--- src/rtl/pc_sequencer.sv ---
// Program-counter sequencer: picks the next fetch PC from sequential, branch, jump
// and jump-register sources, holds one pending redirect across stalls, halts on a misaligned target.
module pc_sequencer #(
   parameter logic [31:0] RESET_PC = 32'h0000_0000
) (
   input  logic        clk,
   input  logic        rst_n,
   input  logic        stall,
   input  logic [31:0] id_pc4,
   input  logic        branch,
   input  logic        branch_taken,
   input  logic [31:0] branch_offset,
   input  logic        jump,
   input  logic [25:0] jump_index,
   input  logic        jr,
   input  logic [31:0] jr_target,
   output logic [31:0] pc,
   output logic [31:0] pc_plus4,
   output logic        fetch_valid,
   output logic        redirect,
   output logic        misaligned
);

   typedef enum logic [1:0] {BOOT, RUN, HALT} state_t;

   state_t      state, state_nxt;
   logic [31:0] pc_nxt;
   logic        pend_valid, pend_valid_nxt;
   logic [31:0] pend_tgt, pend_tgt_nxt;
   logic        redirect_nxt, misaligned_nxt, fetch_valid_nxt;
   logic        ev, apply;
   logic [31:0] ev_tgt, apply_tgt;

   assign pc_plus4 = pc + 32'd4;

   // Fresh event from ID, highest-priority source wins; lower ones are dropped.
   always_comb begin
      ev = jr | jump | (branch & branch_taken);
      if (jr)
         ev_tgt = jr_target;
      else if (jump)
         ev_tgt = {id_pc4[31:28], jump_index, 2'b00};
      else
         ev_tgt = id_pc4 + branch_offset;
   end

   // NOTE: every signal gets a default before the case so no path leaves it unassigned (no latches).
   always_comb begin
      state_nxt      = state;
      pc_nxt         = pc;
      pend_valid_nxt = pend_valid;
      pend_tgt_nxt   = pend_tgt;
      redirect_nxt   = 1'b0;
      misaligned_nxt = misaligned;
      apply          = 1'b0;
      apply_tgt      = ev_tgt;

      case (state)
         BOOT: state_nxt = RUN;
         RUN: begin
            if (stall) begin
               if (ev) begin
                  pend_valid_nxt = 1'b1;
                  pend_tgt_nxt   = ev_tgt;
               end
            end else begin
               // A fresh event supersedes a pending one; either way the pending slot empties.
               pend_valid_nxt = 1'b0;
               apply          = ev | pend_valid;
               apply_tgt      = ev ? ev_tgt : pend_tgt;
               if (!apply) begin
                  pc_nxt = pc_plus4;
               end else if (apply_tgt[1:0] != 2'b00) begin
                  state_nxt      = HALT;
                  misaligned_nxt = 1'b1;
               end else begin
                  pc_nxt       = apply_tgt;
                  redirect_nxt = 1'b1;
               end
            end
         end
         HALT: state_nxt = HALT;
         default: state_nxt = BOOT;
      endcase

      fetch_valid_nxt = (state_nxt == RUN);
   end

   // NOTE: sequential state uses non-blocking assignments so all flops update together at the edge.
   always_ff @(posedge clk) begin
      if (!rst_n)
         state <= BOOT;
      else
         state <= state_nxt;
   end

   always_ff @(posedge clk) begin
      if (!rst_n) begin
         pc          <= RESET_PC;
         pend_valid  <= 1'b0;
         pend_tgt    <= 32'h0;
         redirect    <= 1'b0;
         misaligned  <= 1'b0;
         fetch_valid <= 1'b0;
      end else begin
         pc          <= pc_nxt;
         pend_valid  <= pend_valid_nxt;
         pend_tgt    <= pend_tgt_nxt;
         redirect    <= redirect_nxt;
         misaligned  <= misaligned_nxt;
         fetch_valid <= fetch_valid_nxt;
      end
   end

endmodule

--- config.mk ---
export PLATFORM = sky130hd
export DESIGN_NAME = pc_sequencer
export DESIGN_NICKNAME = d
export VERILOG_FILES = /design/src/rtl/pc_sequencer.sv
export SDC_FILE = /design/constraint.sdc
export NUM_CORES = 1
export LEC_CHECK = 0
export ABC_AREA = 1
export ABC_CLOCK_PERIOD_IN_PS = 2200
export CAP_MARGIN = 20
export CORE_MARGIN = 5
export CORE_UTILIZATION = 37
export DETAILED_ROUTE_END_ITERATION = 7
export HOLD_SLACK_MARGIN = 0.12
export PLACE_DENSITY_LB_ADDON = 0.3
export REMOVE_ABC_BUFFERS = 1
export SETUP_SLACK_MARGIN = 0.2
export SLEW_MARGIN = 30
export SYNTH_ARGS = -nofsm -noshare
export SYNTH_HDL_FRONTEND = slang
export SYNTH_SLANG_ARGS = --single-unit
--- constraint.sdc ---
create_clock -name clk -period 2.2 [get_ports clk]
set_input_delay 0.22 -clock clk [delete_from_list [all_inputs] [get_ports clk]]
set_output_delay 0.22 -clock clk [all_outputs]
set_load 0.005 [all_outputs]
==> results.md <==
* Hold_ws at 0.449 ns
* PwrDens at 426 mW/mm²
* Arr. time, crit path at 2.13 ns
* Layout area overhead at 89.4%
* Post-Syn Instances at 1144
* RR Startpoint: pc[2]$_SDFFE_PN0P_
* Reg area at 0.00142 mm²
* Worst path buffer plus inverter count at 2
* Setup WS post-layout at -0.145 ns
* Most prevalent standard cell on the critical path: nand2_4
* Hold path cells at 2
* Net Switching at 1840 µW
* Slew Limit Fails at 0
* H-tree depth at 3
* Worst-path clk slew at 0.06 ns
* CP max FO at 2
* Delay-heaviest family, CP: simple AND/OR/NAND/NOR gates
* Yosys cell types at 37
* Hold endpoint: misaligned$_SDFFE_PN0P_
* GP Congestion at 0.928
* Register share of total power at 26.6%
* TritonCTS clock tree: yes
* DP HPWL at 19.4 mm
* Final Cycle Share at 107%
* First-pass GRT wire length at 42.6 mm
* Commonest non-fill, non-tap cell in the layout: nand2_1
* Power share of the clock group at 29.5%
* Source of the worst hold timing path: misaligned$_SDFFE_PN0P_
* Clk sinks at 70
* Final setup vio count at 11
* Crit Path Class: register to primary output
* Gr ovfl total at 0
* Relative slew slack at 72.4%
* Seq cells post-synth at 70
* Number of inserted diodes at 0
* FMAX at 0.426 GHz
* CP Launch Type: register
* Final antenna-violating net count at 0
* Final core occ at 71.7%
* Post-Route WL at 29.4 mm
* Failing checks: setup timing
* Die X at 143 µm
* Cell Chain, Critical Path: ha_4 -> nand2_4 -> nor3_4 -> nand2_4 -> nor2_4 -> nand2_4 -> nor3_4 -> buf_6 -> nand2_4 -> nor2_4 -> xor2_2 -> buf_2
* Synth top area share at 21.3%
* Post-synth EDFFs at 0
* Sw Share at 34.5%
* Seq/Total Area, Yosys at 21.3%
* Layout cells sized above 1 at 37.9%
* Violation count after the first detailed-route iteration at 586
* Power Total at 5320 µW
* Fin area at 0.0125 mm²
* Die footprint at 0.0206 mm²
* CP Capture Type: primary output
* Worst VDD drop at 383 µV
* Async SR Flop Fraction at 0%
* CTS Buffer Depth at 2
* Synthesized area per cell at 5.76 µm²
* Clock Latency Late Sink at 0.34 ns
* Vias/cell at 5.22
* CTS Hold Buffers Added at 0
* Mapped cell area at 0.00659 mm²
* P_int at 3480 µW
* R2r worst-path depth at 17
* Worst r2r dst: pc[22]$_SDFFE_PN0P_
* Final hold vios at 0
* Prevailing post-synth register cell: dfxtp_1
* Ys Warns at 0
* Tot GR Track Use at 25.5%
* Min Tclk post-route at 2.35 ns
* Req. time, crit path at 1.98 ns
* DRC Markers at 0
* Worst slew pin tran at 0.414 ns
* Initial antenna violation count at 1
* Die H at 143 µm
* Most frequent cells in the layout: nand2_1, buf_4, inv_1, clkdlybuf4s50_1, nor2_1
* Area of the multi-input gates at 0.00607 mm²
* Type of the tightest min-delay check: register to register
* Top-Level Pins at 196
* Root buffer cell: clkbuf_16
* Initial Util at 37.9%
* Setup slack, reg-to-reg at -0.04 ns
* Cell taking the most area after synthesis: dfxtp_1
* Area after DPL at 0.00983 mm²
* DR WL/cell at 16.8 µm
* Core area at 0.0174 mm²
* Via Count at 9139
* Max-cap violations at 0
* # port buffers at 195
* Vias in the first global route at 8816
* Status: finished with violations
* Clock Skew at 0.00736 ns
* RSZ-0062 raised after global routing: true
* Fin nets at 1682
* CTS buffer count at 9
* Fillers at 1358
* Largest net degree at the start of global routing at 35
* Drt first pass iters at 5
* Row Count at 48
* Leak at 0.00625 µW
* CP max stage cell: dfxtp_2
* Synth area leaders: dfxtp_1, nand2_1, inv_1
* Largest stage delay on the critical path at 0.36 ns
* Gate power share at 43.9%
[worst max path at each step]
stage                                    from                   endpoint  slack [ns]  cells past startpoint
final                      pc[2]$_SDFFE_PN0P_               pc_plus4[28]       -0.15                     12
after global routing       pc[2]$_SDFFE_PN0P_               pc_plus4[28]       -0.22                     12
after CTS                  pc[3]$_SDFFE_PN0P_               pc_plus4[28]       -0.29                     12
after detailed placement            id_pc4[0]        pc[26]$_SDFFE_PN0P_       -0.50                     17
after global placement              id_pc4[0]        pc[26]$_SDFFE_PN0P_       -0.47                     17
after floorplan           state[0]$_SDFF_PN0_  pend_tgt[11]$_SDFFE_PN0P_       -0.46                      7
[worst register-to-register path, cell delays in order, from the launching register on]
cell and delay (ns):
dfxtp_2 0.36, ha_4 0.16, nand2_4 0.05, nor3_4 0.19, nand2_4 0.09, nor2_4 0.13
nand2_4 0.08, nor3_4 0.17, buf_6 0.14, buf_4 0.11, xor2_2 0.14, buf_4 0.13
buf_4 0.10, buf_4 0.09, nand2_1 0.05, nand2_1 0.06, inv_1 0.04, a21oi_1 0.10
[layer usage]
metal	track usage, %	share of wire, %	routed length (µm)
met1	32.0	39	11400
met2	44.2	50	14600
met3	5.09	7.8	2300
met4	7.88	3.8	1110
met5	0	0.024	7
[what timing repair did]
item	CTS	global route
buffers inserted	26	32
gates cloned	3	0
endpoints found under the hold margin	0	0
pin swaps	79	104
gates resized for setup	329	294
setup endpoints to repair	91	86
[kinds of logic after synthesis]
family                   count (synthesis)  synth area share (%)
AND/OR/NAND/NOR                        563                  35.5
AO/OA/AOI/OAI                          222                  18.7
buffers and inverters                  215                  12.7
flip-flops                              70                  21.3
XOR/XNOR                                41                  5.56
adder cells (fa/ha/maj)                 33                  6.38
[power by group through the flow]
stage / sequential [µW] / combinational, µW / clock [µW]
CTS: 1410 / 2020 / 1570
finish: 1410 / 2330 / 1570
global route: 1420 / 2530 / 1630
global placement: 1430 / 1730 / 0
detailed placement: 1430 / 1740 / 0
floorplan: 1430 / 833 / 0
[flip-flops by register name, summed over array words and instances, names as in the netlist]
signal and count:
pc 32, pend_tgt 32, state 2, fetch_valid 1
misaligned 1, pend_valid 1, redirect 1
[through the flow]
| step | setup TNS (ns) | setup WS (ns) | std cells |
|---|---|---|---|
| final | -0.743 | -0.145 | 1750 |
| after global routing | -1.90 | -0.221 | 1750 |
| after detailed placement | -23.19 | -0.496 | 1673 |
| after global placement | -21.40 | -0.475 | 1673 |
| after CTS | -2.28 | -0.286 | 1718 |
| after floorplan | -11.41 | -0.458 | 1103 |
[area by class of cell]
class                      count  share of cell area, %
clock buffer                  10                   1.83
clock inverter                 6                  0.691
inverter                     174                   5.37
multi-input combinational    859                   48.6
sequential                    70                   11.4
tap                          225                   2.25
timing repair buffer         406                   29.9
[synth_stat cells, drive strengths merged, types with 2 or more instances]
master / n
a21o: 2
xor2: 26
inv: 173
o21bai: 26
nand3b: 6
and2: 2
nand2: 344
ha: 32
clkbuf: 29
o21ai: 80
nand4: 8
o211ai: 8
or2: 2
a21oi: 96
dfxtp: 70
nor3: 20
a22oi: 8
buf: 12
nor4: 3
xnor2: 15
nand3: 53
nor2: 123
No activity file was read; power rests on OpenSTA's default activity.
